--- src/rtl/winner_uart_reporter.sv ---
// winner_uart_reporter: formats each ensemble winner ID as ASCII ("NN\r\n")
// and writes it byte by byte into a UART-lite TX FIFO over AXI4-Lite,
// polling the status register before each byte.
// Optional build macro REPORT_SEQ_EN: prefixes each frame with an 8-bit
// hex sequence number and ':' ("SS:NN\r\n").
`timescale 1ns/1ps
module winner_uart_reporter #(
  parameter int unsigned N_CLASS      = 20,
  parameter logic [3:0]  TX_FIFO_ADDR = 4'h4,
  parameter logic [3:0]  STAT_ADDR    = 4'h8,
  parameter int unsigned TXFULL_BIT   = 3
) (
  input  logic        m_axi_aclk,
  input  logic        m_axi_aresetn,
  input  logic        result_valid,
  input  logic [4:0]  winner_ID,
  output logic [3:0]  m_axi_awaddr,
  output logic        m_axi_awvalid,
  input  logic        m_axi_awready,
  output logic [31:0] m_axi_wdata,
  output logic [3:0]  m_axi_wstrb,
  output logic        m_axi_wvalid,
  input  logic        m_axi_wready,
  input  logic [1:0]  m_axi_bresp,
  input  logic        m_axi_bvalid,
  output logic        m_axi_bready,
  output logic [3:0]  m_axi_araddr,
  output logic        m_axi_arvalid,
  input  logic        m_axi_arready,
  input  logic [31:0] m_axi_rdata,
  input  logic [1:0]  m_axi_rresp,
  input  logic        m_axi_rvalid,
  output logic        m_axi_rready,
  output logic        busy,
  output logic [7:0]  drop_cnt,
  output logic [7:0]  err_cnt
);

  localparam int unsigned ID_W  = 5;
  localparam int unsigned IDX_W = 3;
`ifdef REPORT_SEQ_EN
  localparam int unsigned N_BYTES = 7;
`else
  localparam int unsigned N_BYTES = 4;
`endif
  localparam logic [IDX_W-1:0] LAST_IDX  = IDX_W'(N_BYTES - 1);
  localparam logic [IDX_W-1:0] TENS_IDX  = IDX_W'(N_BYTES - 4);
  localparam logic [IDX_W-1:0] UNITS_IDX = IDX_W'(N_BYTES - 3);
  localparam logic [IDX_W-1:0] CR_IDX    = IDX_W'(N_BYTES - 2);

  typedef enum logic [2:0] {
    S_IDLE, S_POLL_AR, S_POLL_R, S_WR, S_WR_B, S_DONE
  } state_t;

  state_t            r_state, w_state_nxt;
  logic [ID_W-1:0]   r_frame_id, w_frame_id_nxt, r_pend_id, w_pend_id_nxt, w_start_id;
  logic              r_pend_full, w_pend_full_nxt;
  logic [IDX_W-1:0]  r_idx, w_idx_nxt;
  logic              r_aw_done, w_aw_done_nxt, r_w_done, w_w_done_nxt;
  logic              r_arvalid, w_arvalid_nxt, r_rready, w_rready_nxt;
  logic              r_awvalid, w_awvalid_nxt, r_wvalid, w_wvalid_nxt;
  logic              r_bready, w_bready_nxt, r_busy, w_busy_nxt;
  logic [3:0]        r_araddr, w_araddr_nxt, r_awaddr, w_awaddr_nxt;
  logic [3:0]        r_wstrb, w_wstrb_nxt;
  logic [31:0]       r_wdata, w_wdata_nxt;
  logic [7:0]        r_drop_cnt, w_drop_cnt_nxt, r_err_cnt, w_err_cnt_nxt;
  logic              w_start, w_pend_take, w_err_evt;
  logic              w_ar_hs, w_r_hs, w_aw_hs, w_w_hs, w_b_hs;
  logic [1:0]        w_tens;
  logic [ID_W-1:0]   w_tens_x10;
  logic [3:0]        w_units;
  logic              w_id_ok;
  logic [7:0]        w_byte;
  logic              w_unused;
`ifdef REPORT_SEQ_EN
  logic [7:0]        r_seq_cnt, w_seq_cnt_nxt, r_frame_seq, w_frame_seq_nxt;

  function automatic logic [7:0] hex_ascii(input logic [3:0] n);
    return (n < 4'd10) ? (8'h30 + 8'(n)) : (8'h37 + 8'(n));
  endfunction
`endif

  assign w_ar_hs  = r_arvalid & m_axi_arready;
  assign w_r_hs   = r_rready  & m_axi_rvalid;
  assign w_aw_hs  = r_awvalid & m_axi_awready;
  assign w_w_hs   = r_wvalid  & m_axi_wready;
  assign w_b_hs   = r_bready  & m_axi_bvalid;
  assign w_unused = ^m_axi_rdata;

  // Decimal digits of the current frame ID and the byte selected by r_idx
  always_comb begin
    w_tens     = 2'd0;
    w_tens_x10 = ID_W'(0);
    if (r_frame_id >= ID_W'(30))      begin w_tens = 2'd3; w_tens_x10 = ID_W'(30); end
    else if (r_frame_id >= ID_W'(20)) begin w_tens = 2'd2; w_tens_x10 = ID_W'(20); end
    else if (r_frame_id >= ID_W'(10)) begin w_tens = 2'd1; w_tens_x10 = ID_W'(10); end
    w_units = 4'(r_frame_id - w_tens_x10);
    w_id_ok = (32'(r_frame_id) < N_CLASS);
    w_byte  = 8'h0A;
    if (r_idx == TENS_IDX)       w_byte = w_id_ok ? (8'h30 + 8'(w_tens))  : 8'h3F;
    else if (r_idx == UNITS_IDX) w_byte = w_id_ok ? (8'h30 + 8'(w_units)) : 8'h3F;
    else if (r_idx == CR_IDX)    w_byte = 8'h0D;
`ifdef REPORT_SEQ_EN
    else if (r_idx == IDX_W'(0)) w_byte = hex_ascii(r_frame_seq[7:4]);
    else if (r_idx == IDX_W'(1)) w_byte = hex_ascii(r_frame_seq[3:0]);
    else if (r_idx == IDX_W'(2)) w_byte = 8'h3A;
`endif
  end

  // Next-state, capture/pending and registered-output next values
  always_comb begin
    w_state_nxt     = r_state;
    w_frame_id_nxt  = r_frame_id;
    w_pend_id_nxt   = r_pend_id;
    w_pend_full_nxt = r_pend_full;
    w_idx_nxt       = r_idx;
    w_aw_done_nxt   = r_aw_done;
    w_w_done_nxt    = r_w_done;
    w_drop_cnt_nxt  = r_drop_cnt;
    w_err_cnt_nxt   = r_err_cnt;
    w_araddr_nxt    = r_araddr;
    w_awaddr_nxt    = r_awaddr;
    w_wdata_nxt     = r_wdata;
    w_wstrb_nxt     = r_wstrb;
    w_start         = 1'b0;
    w_start_id      = r_frame_id;
    w_pend_take     = 1'b0;
    w_err_evt       = 1'b0;
`ifdef REPORT_SEQ_EN
    w_seq_cnt_nxt   = r_seq_cnt;
    w_frame_seq_nxt = r_frame_seq;
`endif

    case (r_state)
      S_IDLE: begin
        if (r_pend_full) begin
          w_start = 1'b1; w_start_id = r_pend_id; w_pend_take = 1'b1;
        end else if (result_valid) begin
          w_start = 1'b1; w_start_id = winner_ID;
        end
      end
      S_POLL_AR: if (w_ar_hs) w_state_nxt = S_POLL_R;
      S_POLL_R: begin
        if (w_r_hs) begin
          if (m_axi_rresp != 2'b00) begin
            w_err_evt   = 1'b1;
            w_state_nxt = S_POLL_AR;
          end else if (m_axi_rdata[TXFULL_BIT]) begin
            w_state_nxt = S_POLL_AR;
          end else begin
            w_state_nxt   = S_WR;
            w_aw_done_nxt = 1'b0;
            w_w_done_nxt  = 1'b0;
          end
        end
      end
      S_WR: begin
        w_aw_done_nxt = r_aw_done | w_aw_hs;
        w_w_done_nxt  = r_w_done  | w_w_hs;
        if (w_aw_done_nxt && w_w_done_nxt) w_state_nxt = S_WR_B;
      end
      S_WR_B: begin
        if (w_b_hs) begin
          w_err_evt = (m_axi_bresp != 2'b00);
          if (r_idx == LAST_IDX) begin
            w_state_nxt = S_DONE;
          end else begin
            w_idx_nxt   = r_idx + IDX_W'(1);
            w_state_nxt = S_POLL_AR;
          end
        end
      end
      S_DONE: begin
        if (r_pend_full) begin
          w_start = 1'b1; w_start_id = r_pend_id; w_pend_take = 1'b1;
        end else begin
          w_state_nxt = S_IDLE;
        end
      end
      default: w_state_nxt = S_IDLE;
    endcase

    if (w_start) begin
      w_state_nxt    = S_POLL_AR;
      w_frame_id_nxt = w_start_id;
      w_idx_nxt      = IDX_W'(0);
`ifdef REPORT_SEQ_EN
      w_frame_seq_nxt = r_seq_cnt;
      w_seq_cnt_nxt   = r_seq_cnt + 8'd1;
`endif
    end

    // Results arriving while a frame is owed go to the 1-deep pending slot
    if (w_pend_take) w_pend_full_nxt = 1'b0;
    if (result_valid && (r_state != S_IDLE || r_pend_full)) begin
      w_pend_id_nxt   = winner_ID;
      w_pend_full_nxt = 1'b1;
      if (r_pend_full && !w_pend_take && r_drop_cnt != 8'hFF)
        w_drop_cnt_nxt = r_drop_cnt + 8'd1;
    end

    if (w_err_evt && r_err_cnt != 8'hFF) w_err_cnt_nxt = r_err_cnt + 8'd1;

    w_arvalid_nxt = (w_state_nxt == S_POLL_AR);
    w_rready_nxt  = (w_state_nxt == S_POLL_R);
    w_awvalid_nxt = (w_state_nxt == S_WR) && !w_aw_done_nxt;
    w_wvalid_nxt  = (w_state_nxt == S_WR) && !w_w_done_nxt;
    w_bready_nxt  = (w_state_nxt == S_WR_B);
    w_busy_nxt    = !(w_state_nxt == S_IDLE || w_state_nxt == S_DONE);
    if (w_state_nxt == S_POLL_AR) w_araddr_nxt = STAT_ADDR;
    if (r_state == S_POLL_R && w_state_nxt == S_WR) begin
      w_awaddr_nxt = TX_FIFO_ADDR;
      w_wdata_nxt  = {24'b0, w_byte};
      w_wstrb_nxt  = 4'b0001;
    end
  end

  // State and output registers
  always_ff @(posedge m_axi_aclk or negedge m_axi_aresetn) begin
    if (!m_axi_aresetn) begin
      r_state     <= S_IDLE;
      r_frame_id  <= '0;
      r_pend_id   <= '0;
      r_pend_full <= 1'b0;
      r_idx       <= '0;
      r_aw_done   <= 1'b0;
      r_w_done    <= 1'b0;
      r_arvalid   <= 1'b0;
      r_rready    <= 1'b0;
      r_awvalid   <= 1'b0;
      r_wvalid    <= 1'b0;
      r_bready    <= 1'b0;
      r_busy      <= 1'b0;
      r_araddr    <= '0;
      r_awaddr    <= '0;
      r_wdata     <= '0;
      r_wstrb     <= '0;
      r_drop_cnt  <= '0;
      r_err_cnt   <= '0;
`ifdef REPORT_SEQ_EN
      r_seq_cnt   <= '0;
      r_frame_seq <= '0;
`endif
    end else begin
      r_state     <= w_state_nxt;
      r_frame_id  <= w_frame_id_nxt;
      r_pend_id   <= w_pend_id_nxt;
      r_pend_full <= w_pend_full_nxt;
      r_idx       <= w_idx_nxt;
      r_aw_done   <= w_aw_done_nxt;
      r_w_done    <= w_w_done_nxt;
      r_arvalid   <= w_arvalid_nxt;
      r_rready    <= w_rready_nxt;
      r_awvalid   <= w_awvalid_nxt;
      r_wvalid    <= w_wvalid_nxt;
      r_bready    <= w_bready_nxt;
      r_busy      <= w_busy_nxt;
      r_araddr    <= w_araddr_nxt;
      r_awaddr    <= w_awaddr_nxt;
      r_wdata     <= w_wdata_nxt;
      r_wstrb     <= w_wstrb_nxt;
      r_drop_cnt  <= w_drop_cnt_nxt;
      r_err_cnt   <= w_err_cnt_nxt;
`ifdef REPORT_SEQ_EN
      r_seq_cnt   <= w_seq_cnt_nxt;
      r_frame_seq <= w_frame_seq_nxt;
`endif
    end
  end

  assign m_axi_araddr  = r_araddr;
  assign m_axi_arvalid = r_arvalid;
  assign m_axi_rready  = r_rready;
  assign m_axi_awaddr  = r_awaddr;
  assign m_axi_awvalid = r_awvalid;
  assign m_axi_wdata   = r_wdata;
  assign m_axi_wstrb   = r_wstrb;
  assign m_axi_wvalid  = r_wvalid;
  assign m_axi_bready  = r_bready;
  assign busy          = r_busy;
  assign drop_cnt      = r_drop_cnt;
  assign err_cnt       = r_err_cnt;

endmodule

--- config.mk ---
export PLATFORM = sky130hd
export DESIGN_NAME = winner_uart_reporter
export DESIGN_NICKNAME = d
export VERILOG_FILES = /design/src/rtl/winner_uart_reporter.sv
export SDC_FILE = /design/constraint.sdc
export NUM_CORES = 1
export LEC_CHECK = 0
export ABC_AREA = 1
export CELL_PAD_IN_SITES_DETAIL_PLACEMENT = 1
export CELL_PAD_IN_SITES_GLOBAL_PLACEMENT = 1
export CORE_UTILIZATION = 34
export CTS_CLUSTER_SIZE = 8
export DETAILED_ROUTE_END_ITERATION = 16
export PLACE_DENSITY_LB_ADDON = 0.1
export SETUP_SLACK_MARGIN = 0.05
export SYNTH_ARGS = -nofsm -noshare
export SYNTH_HDL_FRONTEND = slang
export SYNTH_SLANG_ARGS = --single-unit
--- constraint.sdc ---
create_clock -name m_axi_aclk -period 4.5 [get_ports m_axi_aclk]
set_input_delay 0.9 -clock m_axi_aclk [delete_from_list [all_inputs] [get_ports m_axi_aclk]]
set_output_delay 0.9 -clock m_axi_aclk [all_outputs]
set_load 0.02 [all_outputs]
==> results of run 1 <==
## routing by layer
layer	routed length, um	GRT usage, %	vias to the layer above	part of all wire [%]
met5	0	0	-	0
met4	58	4.103	0	1.0
met3	279	3.641	6	4.8
met2	2795	23.54	58	48
met1	2674	17.26	1017	46
li1	-	-	1117	-
## metrics by stage
step / cells / hold WS, ns / setup WS, ns
after global routing: 501 / 0.5151 / 2.119
after CTS: 501 / 0.4904 / 2.181
after global placement: 493 / 0.4653 / 1.874
after detailed placement: 493 / 0.4683 / 1.881
after floorplan: 379 / 0.4534 / 2.693
final: 501 / 0.4801 / 2.195
## worst max path at each step
stage                      to  slack, ns  cells after the start
2_1_floorplan  m_axi_wdata[3]       2.69                      9
3_3_place_gp   m_axi_wdata[3]       1.87                     10
3_5_place_dp   m_axi_wdata[3]       1.88                     10
4_1_cts           drop_cnt[3]       2.18                      1
5_1_grt        m_axi_wdata[3]       2.12                     10
6_report          drop_cnt[3]       2.19                      1
## state kept, by name (all words and copies together) (netlist names)
name           cells
m_axi_wstrb        1
m_axi_wvalid       1
r_pend_id          5
drop_cnt           8
m_axi_rready       1
busy               1
r_state            3
r_frame_id         5
m_axi_wdata        5
r_idx              3
r_aw_done          1
m_axi_awvalid      1
m_axi_arvalid      1
r_w_done           1
err_cnt            8
r_pend_full        1
m_axi_bready       1
m_axi_araddr       1
## Yosys cell counts (2+ instances only)
master                     count
sky130_fd_sc_hd__o21ai_0      21
sky130_fd_sc_hd__nor2_4        3
sky130_fd_sc_hd__nor2_2        7
sky130_fd_sc_hd__nor3_4        2
sky130_fd_sc_hd__nor2_1       16
sky130_fd_sc_hd__xor2_1        9
sky130_fd_sc_hd__inv_1        35
sky130_fd_sc_hd__a31oi_1       2
sky130_fd_sc_hd__buf_4        37
sky130_fd_sc_hd__o21ai_1       2
sky130_fd_sc_hd__nand3_2       4
sky130_fd_sc_hd__xnor2_1       5
sky130_fd_sc_hd__nand4_1       9
sky130_fd_sc_hd__nand2_2       7
sky130_fd_sc_hd__ha_1          8
sky130_fd_sc_hd__a21o_1        2
sky130_fd_sc_hd__inv_2         3
sky130_fd_sc_hd__nand2_1      87
sky130_fd_sc_hd__nor3_1        2
sky130_fd_sc_hd__o21bai_1      2
sky130_fd_sc_hd__dfrtp_1      48
sky130_fd_sc_hd__buf_2         2
sky130_fd_sc_hd__a21oi_1       5
sky130_fd_sc_hd__nand3_1      14
## area by class of cell
type                       count  area [um2]  share of cell area [%]
clock buffer                   6       82.58                   2.414
inverter                      39       148.9                   4.353
clock inverter                 2       10.01                  0.2926
multi-input combinational    252        1364                   39.87
timing repair buffer          49       483.0                   14.12
tap                          105       131.4                   3.841
sequential                    48        1201                   35.11
## power groups by stage
stage	Combinational, uW	Sequential [uW]	Clock [uW]
floorplan	554	722	0
global placement	864	657	0
detailed placement	878	661	0
CTS	884	652	284
global route	975	668	298
finish	866	649	269
## cells by family (layout without fill, tap and decap cells)
logic type      Yosys count  count (layout)  share of synthesized area, %
fa+ha+maj                 9               9                         4.163
simple gates            155             155                         26.28
buf+inv                  79              96                         15.53
other cells               1              35                        0.1300
xor+xnor                 14              14                         4.250
flops                    48              48                         41.63
compound gates           39              39                         8.022
==> run_summary.xml, run 1 <==
<?xml version="1.0" encoding="UTF-8"?>
<metrics>
  <group name="power">
    <metric name="total_leakage_power" unit="uW">0.001702</metric>
    <metric name="power.share.switching" unit="%">43.87</metric>
    <metric name="p_comb_share" unit="%">48.5</metric>
    <metric name="p_total" unit="uW">1785</metric>
    <metric name="ir_drop" unit="uV">214.1</metric>
    <metric name="sequentialPowerShare" unit="%">36.4</metric>
    <metric name="power.net_switching" unit="uW">783.0</metric>
    <metric name="cell_internal_pwr" unit="uW">1002</metric>
    <metric name="clock_power_share" unit="%">15.1</metric>
    <metric name="power_density" unit="nW/um2">521.7</metric>
  </group>
  <group name="placement">
    <metric name="numPortBuffers" unit="">48</metric>
    <metric name="place.gp.congestion" unit="">0.7187</metric>
    <metric name="dpl-instance-area" unit="um2">3328</metric>
    <metric name="hpwl" unit="um">4470</metric>
  </group>
  <group name="worst_setup_path">
    <metric name="type_of_the_setup_path_with_the_least_slack" unit="">reg2out</metric>
    <metric name="startpoint" unit="">drop_cnt[3]</metric>
    <metric name="critical_path.n_buffers_inverters" unit="">1</metric>
    <metric name="timing.critical_path.slowest_cell_delay" unit="ns">0.65</metric>
    <metric name="reg2reg_to" unit="">m_axi_wdata[2]</metric>
    <metric name="cp-start-kind" unit="">flip-flop</metric>
    <metric name="path_max_fanout" unit="">5</metric>
    <metric name="critical_path_arrival" unit="ns">1.41</metric>
    <metric name="critPathSlowestCell" unit="">sky130_fd_sc_hd__clkdlybuf4s50_1</metric>
    <metric name="critPathRequiredTime" unit="ns">3.60</metric>
    <metric name="worstReg2RegStart" unit="">r_frame_id[4]</metric>
    <metric name="worst_r2r_path_depth" unit="">14</metric>
    <metric name="r2r_setup_slack" unit="ns">2.53</metric>
    <metric name="endpoint_kind" unit="">primary output</metric>
    <metric name="family_with_the_most_delay_on_the_worst_path" unit="">buffers and inverters</metric>
    <metric name="timing.critical_path.cells" unit="">clkdlybuf4s50_1</metric>
  </group>
  <group name="clock_tree">
    <metric name="tritoncts_clock_tree" unit="">built</metric>
    <metric name="clockBufferDepth" unit="">2</metric>
    <metric name="clock_insertion_delay_worst_skew" unit="ns">0.30</metric>
    <metric name="post_cts.repair.setup_buffers" unit="">0</metric>
    <metric name="htreeDepth" unit="">2</metric>
    <metric name="worst_setup_hold_path_clk_slew" unit="ns">0.09</metric>
    <metric name="ctsHoldBuffers" unit="">0</metric>
    <metric name="clk_root_buffer_cell" unit="">sky130_fd_sc_hd__clkbuf_8</metric>
    <metric name="cts-buffers-inserted" unit="">5</metric>
    <metric name="cts.sinks" unit="">48</metric>
    <metric name="post_cts.resized_instances" unit="">0</metric>
  </group>
  <group name="cells_and_area">
    <metric name="layout-area-overhead-vs-synth" unit="%">18.56</metric>
    <metric name="drive_gt1_share" unit="%">10.35</metric>
    <metric name="insertedDiodeCount" unit="">0</metric>
    <metric name="final_design_area_no_fill" unit="um2">3421</metric>
    <metric name="final_cell_mix" unit="">sky130_fd_sc_hd__nand2_1, sky130_fd_sc_hd__dfrtp_1, sky130_fd_sc_hd__clkdlybuf4s50_1, sky130_fd_sc_hd__inv_1, sky130_fd_sc_hd__conb_1</metric>
    <metric name="final_core_util" unit="%">41.63</metric>
    <metric name="commonest_non_fill_non_tap_cell_in_the_layout" unit="">sky130_fd_sc_hd__nand2_1</metric>
    <metric name="fin_nets" unit="">453</metric>
    <metric name="fill_cells" unit="">1023</metric>
  </group>
  <group name="logic_synthesis">
    <metric name="syn-mean-instance-area" unit="um2">8.363</metric>
    <metric name="synthCells" unit="">345</metric>
    <metric name="post-synth-top-area-cell" unit="">sky130_fd_sc_hd__dfrtp_1</metric>
    <metric name="netlist_area" unit="um2">2885</metric>
    <metric name="flop_and_latch_count_out_of_synthesis" unit="">48</metric>
    <metric name="synth_largest_type_area_fraction" unit="%">41.63</metric>
    <metric name="cells_taking_the_most_area_after_synthesis" unit="">sky130_fd_sc_hd__dfrtp_1, sky130_fd_sc_hd__nand2_1, sky130_fd_sc_hd__buf_4</metric>
    <metric name="yosysSeqAreaShare" unit="%">41.63</metric>
    <metric name="synth_top_flop_cell" unit="">sky130_fd_sc_hd__dfrtp_1</metric>
    <metric name="synthesis_warnings" unit="">0</metric>
    <metric name="synth.lib_cells_used.distinct" unit="">37</metric>
    <metric name="asyncSetResetFlopFracSynth" unit="%">100.0</metric>
    <metric name="count_of_flip_flops_with_a_built_in_enable_after_synthesis" unit="">0</metric>
  </group>
  <group name="min_path">
    <metric name="holdPathStages" unit="">2</metric>
    <metric name="hp-start" unit="">m_axi_wdata[1]</metric>
    <metric name="worstHoldEndpoint" unit="">m_axi_wdata[1]</metric>
    <metric name="timing.hold.worst.class" unit="">reg2reg</metric>
  </group>
  <group name="outcome">
    <metric name="run_status" unit="">finished, final reports clean</metric>
  </group>
  <group name="timing">
    <metric name="worst_tran_pin_value" unit="ns">0.6381</metric>
    <metric name="time_the_worst_path_needs_with_i_o_delays_and_setup" unit="ns">2.305</metric>
    <metric name="relSlewSlack" unit="%">57.46</metric>
    <metric name="max_freq" unit="MHz">433.8</metric>
    <metric name="clock_skew" unit="ns">0.003515</metric>
    <metric name="timing.final.max_slew_violations" unit="">0</metric>
    <metric name="setup_violations" unit="">0</metric>
    <metric name="layout_worst_path_cycle_share" unit="%">51.22</metric>
    <metric name="rsz0062_at_grt" unit="">no</metric>
    <metric name="count_of_endpoints_failing_hold_in_the_final_timing_report" unit="">0</metric>
    <metric name="setup_tns_final" unit="ns">0</metric>
  </group>
  <group name="detailed_routing">
    <metric name="dr.pass1.iters" unit="">4</metric>
    <metric name="overall_routed_net_length" unit="um">5807</metric>
    <metric name="detail-route-antenna-nets" unit="">0</metric>
    <metric name="dr_total_vias" unit="">2198</metric>
    <metric name="detailedRoute.firstIterationViolations" unit="">39</metric>
    <metric name="post_route_drc_violation_count" unit="">0</metric>
    <metric name="routedWlPerCell" unit="um">11.59</metric>
    <metric name="via_per_inst" unit="">4.387</metric>
  </group>
  <group name="die">
    <metric name="die_area" unit="um2">8859</metric>
    <metric name="io_pins" unit="">115</metric>
    <metric name="core" unit="um2">8217</metric>
    <metric name="placementRows" unit="">33</metric>
    <metric name="initial_utilization" unit="%">35.11</metric>
    <metric name="die-height" unit="um">94.12</metric>
    <metric name="die_w" unit="um">94.12</metric>
  </group>
  <group name="global_route">
    <metric name="grt_max_degree" unit="">49</metric>
    <metric name="wire_length_of_the_first_global_routing_pass" unit="um">9673</metric>
    <metric name="grt_use_total" unit="%">13.90</metric>
    <metric name="antenna_found_initial" unit="">0</metric>
    <metric name="number_of_global_route_vias_before_repair" unit="">2138</metric>
    <metric name="globalRouteOverflowTotal" unit="">0</metric>
  </group>
  <group name="flow_run">
    <metric name="drv_cap" unit="">0</metric>
  </group>
</metrics>
Note: power is estimated with default switching activity, not from simulation.
==> run 2: changes to the inputs <==
- CORE_UTILIZATION: 34 -> 31
- clock period: 4.5 -> 2.3 ns (I/O delays scaled with it)
==> run_summary.xml, run 2 (synthesized netlist as in run 1, its figures left out) <==
<?xml version="1.0" encoding="UTF-8"?>
<metrics>
  <group name="die">
    <metric name="io_pins" unit="">115</metric>
    <metric name="die_w" unit="um">98.48</metric>
    <metric name="initial_utilization" unit="%">32.61</metric>
    <metric name="die_area" unit="um2">9697</metric>
    <metric name="die-height" unit="um">98.48</metric>
    <metric name="core" unit="um2">8848</metric>
    <metric name="placementRows" unit="">34</metric>
  </group>
  <group name="timing">
    <metric name="rsz0062_at_grt" unit="">no</metric>
    <metric name="count_of_endpoints_failing_hold_in_the_final_timing_report" unit="">0</metric>
    <metric name="setup_tns_final" unit="ns">0</metric>
    <metric name="time_the_worst_path_needs_with_i_o_delays_and_setup" unit="ns">2.029</metric>
    <metric name="max_freq" unit="MHz">492.8</metric>
    <metric name="clock_skew" unit="ns">0.003729</metric>
    <metric name="timing.final.max_slew_violations" unit="">0</metric>
    <metric name="setup_violations" unit="">0</metric>
    <metric name="layout_worst_path_cycle_share" unit="%">88.23</metric>
  </group>
  <group name="cells_and_area">
    <metric name="final_cell_mix" unit="">sky130_fd_sc_hd__nand2_1, sky130_fd_sc_hd__dfrtp_1, sky130_fd_sc_hd__clkdlybuf4s50_1, sky130_fd_sc_hd__inv_1, sky130_fd_sc_hd__conb_1</metric>
    <metric name="layout-area-overhead-vs-synth" unit="%">19.82</metric>
    <metric name="fin_nets" unit="">456</metric>
    <metric name="area.sequential" unit="um2">1201</metric>
    <metric name="commonest_non_fill_non_tap_cell_in_the_layout" unit="">sky130_fd_sc_hd__nand2_1</metric>
    <metric name="insertedDiodeCount" unit="">0</metric>
    <metric name="drive_gt1_share" unit="%">10.53</metric>
    <metric name="area_used_by_multi_input_combinational_logic" unit="um2">1364</metric>
    <metric name="fill_cells" unit="">1092</metric>
  </group>
  <group name="placement">
    <metric name="hpwl" unit="um">4793</metric>
    <metric name="place.gp.congestion" unit="">0.7555</metric>
    <metric name="numPortBuffers" unit="">48</metric>
  </group>
  <group name="global_route">
    <metric name="number_of_global_route_vias_before_repair" unit="">2110</metric>
    <metric name="grt_max_degree" unit="">23</metric>
    <metric name="grt_use_total" unit="%">12.97</metric>
    <metric name="antenna_found_initial" unit="">0</metric>
    <metric name="globalRouteOverflowTotal" unit="">0</metric>
    <metric name="wire_length_of_the_first_global_routing_pass" unit="um">10110</metric>
  </group>
  <group name="worst_setup_path">
    <metric name="worstReg2RegStart" unit="">r_frame_id[4]</metric>
    <metric name="r2r_setup_slack" unit="ns">0.27</metric>
    <metric name="endpoint_kind" unit="">flip-flop</metric>
    <metric name="worst_r2r_path_depth" unit="">14</metric>
    <metric name="setup.worst_path.end" unit="">m_axi_wdata[2]</metric>
    <metric name="critical_path_arrival" unit="ns">2.22</metric>
    <metric name="cp-start-kind" unit="">flip-flop</metric>
    <metric name="reg2reg_to" unit="">m_axi_wdata[2]</metric>
    <metric name="critPathRequiredTime" unit="ns">2.49</metric>
    <metric name="startpoint" unit="">r_frame_id[4]</metric>
    <metric name="path_max_fanout" unit="">3</metric>
    <metric name="type_of_the_setup_path_with_the_least_slack" unit="">reg2reg</metric>
  </group>
  <group name="detailed_routing">
    <metric name="routedWlPerCell" unit="um">11.77</metric>
    <metric name="post_route_drc_violation_count" unit="">10</metric>
    <metric name="detail-route-antenna-nets" unit="">0</metric>
    <metric name="dr.pass1.iters" unit="">10</metric>
    <metric name="detailedRoute.firstIterationViolations" unit="">112</metric>
    <metric name="dr_total_vias" unit="">2226</metric>
    <metric name="via_per_inst" unit="">4.391</metric>
    <metric name="overall_routed_net_length" unit="um">5969</metric>
  </group>
  <group name="power">
    <metric name="cell_internal_pwr" unit="uW">1993</metric>
    <metric name="power.share.switching" unit="%">43.54</metric>
    <metric name="p_total" unit="uW">3530</metric>
    <metric name="ir_drop" unit="uV">389.2</metric>
    <metric name="p_comb_share" unit="%">49.3</metric>
    <metric name="power.net_switching" unit="uW">1537</metric>
    <metric name="sequentialPowerShare" unit="%">36.0</metric>
    <metric name="power_density" unit="nW/um2">1021</metric>
    <metric name="total_leakage_power" unit="uW">0.001716</metric>
    <metric name="clock_power_share" unit="%">14.7</metric>
  </group>
  <group name="clock_tree">
    <metric name="cts-buffers-inserted" unit="">5</metric>
    <metric name="htreeDepth" unit="">2</metric>
    <metric name="clock_insertion_delay_worst_skew" unit="ns">0.30</metric>
    <metric name="post_cts.resized_instances" unit="">0</metric>
    <metric name="clockBufferDepth" unit="">2</metric>
    <metric name="post_cts.repair.setup_buffers" unit="">0</metric>
    <metric name="tritoncts_clock_tree" unit="">built</metric>
    <metric name="ctsHoldBuffers" unit="">0</metric>
    <metric name="clk_root_buffer_cell" unit="">sky130_fd_sc_hd__clkbuf_8</metric>
    <metric name="cts.sinks" unit="">48</metric>
    <metric name="worst_setup_hold_path_clk_slew" unit="ns">0.08</metric>
  </group>
  <group name="outcome">
    <metric name="violations" unit="">DRC</metric>
    <metric name="run_status" unit="">finished with violations</metric>
  </group>
  <group name="flow_run">
    <metric name="drv_cap" unit="">0</metric>
  </group>
  <group name="min_path">
    <metric name="timing.hold.worst.class" unit="">in2async</metric>
  </group>
</metrics>
run 2: how the worst min path moves through the flow:
stage | from | to | slack, ns | cells past startpoint
3_3_place_gp | m_axi_aresetn | m_axi_wstrb[0] | 0.43 | 1
6_report | m_axi_aresetn | m_axi_wstrb[0] | 0.08 | 1
2_1_floorplan | m_axi_aresetn | busy | 0.16 | 0
4_1_cts | m_axi_aresetn | m_axi_wstrb[0] | 0.09 | 1
3_5_place_dp | m_axi_aresetn | m_axi_wstrb[0] | 0.42 | 1
5_1_grt | m_axi_aresetn | r_idx[1] | 0.10 | 1
run 2: worst max-delay path, cell delays in order, from the launching register on:
cell and delay, ns:
sky130_fd_sc_hd__dfrtp_1 0.41, sky130_fd_sc_hd__inv_1 0.12, sky130_fd_sc_hd__nand2_1 0.08, sky130_fd_sc_hd__nand2_1 0.06, sky130_fd_sc_hd__nand3_1 0.09, sky130_fd_sc_hd__o21ai_0 0.11, sky130_fd_sc_hd__ha_1 0.18, sky130_fd_sc_hd__inv_1 0.05
sky130_fd_sc_hd__fa_1 0.42, sky130_fd_sc_hd__inv_1 0.06, sky130_fd_sc_hd__nand2_1 0.05, sky130_fd_sc_hd__a21oi_1 0.12, sky130_fd_sc_hd__nor2_1 0.05, sky130_fd_sc_hd__nand2_1 0.07, sky130_fd_sc_hd__nand2_1 0.06
run 2: cell type report:
| class | instances | area share (%) |
|---|---|---|
| Sequential cell | 48 | 34.74 |
| Clock buffer | 8 | 2.606 |
| Tap cell | 108 | 3.909 |
| Multi-Input combinational cell | 252 | 39.45 |
| Inverter | 39 | 4.307 |
| Timing Repair Buffer | 52 | 14.98 |
run 2: power groups by stage:
stage / clock, uW / combinational, uW / sequential [uW]
finish: 520 / 1740 / 1270
CTS: 552 / 1770 / 1280
global placement: 0 / 1730 / 1280
detailed placement: 0 / 1770 / 1290
global route: 588 / 1950 / 1310
floorplan: 0 / 1080 / 1410
run 2: through the flow:
step / instance area, um2 / util, % / cells / hold WS [ns] / setup slack (ns)
floorplan: 3013 / - / 379 / 0.1644 / 0.5004
global placement: 3367 / 38.05 / 499 / 0.4265 / 0.3039
detailed placement: 3367 / 38.05 / 499 / 0.4193 / 0.2467
CTS: 3457 / 39.07 / 507 / 0.08776 / 0.2305
global route: 3457 / 39.07 / 507 / 0.1019 / 0.05017
finish: 3457 / 39.07 / 507 / 0.08312 / 0.2707
run 2: routing by layer:
metal,up-vias,share of wire (%),global-route usage (%)
met5,-,0,0
met4,0,1.0,4.133
met3,4,4.8,2.411
met2,60,47,20.53
met1,1035,47,17.98
li1,1127,-,-
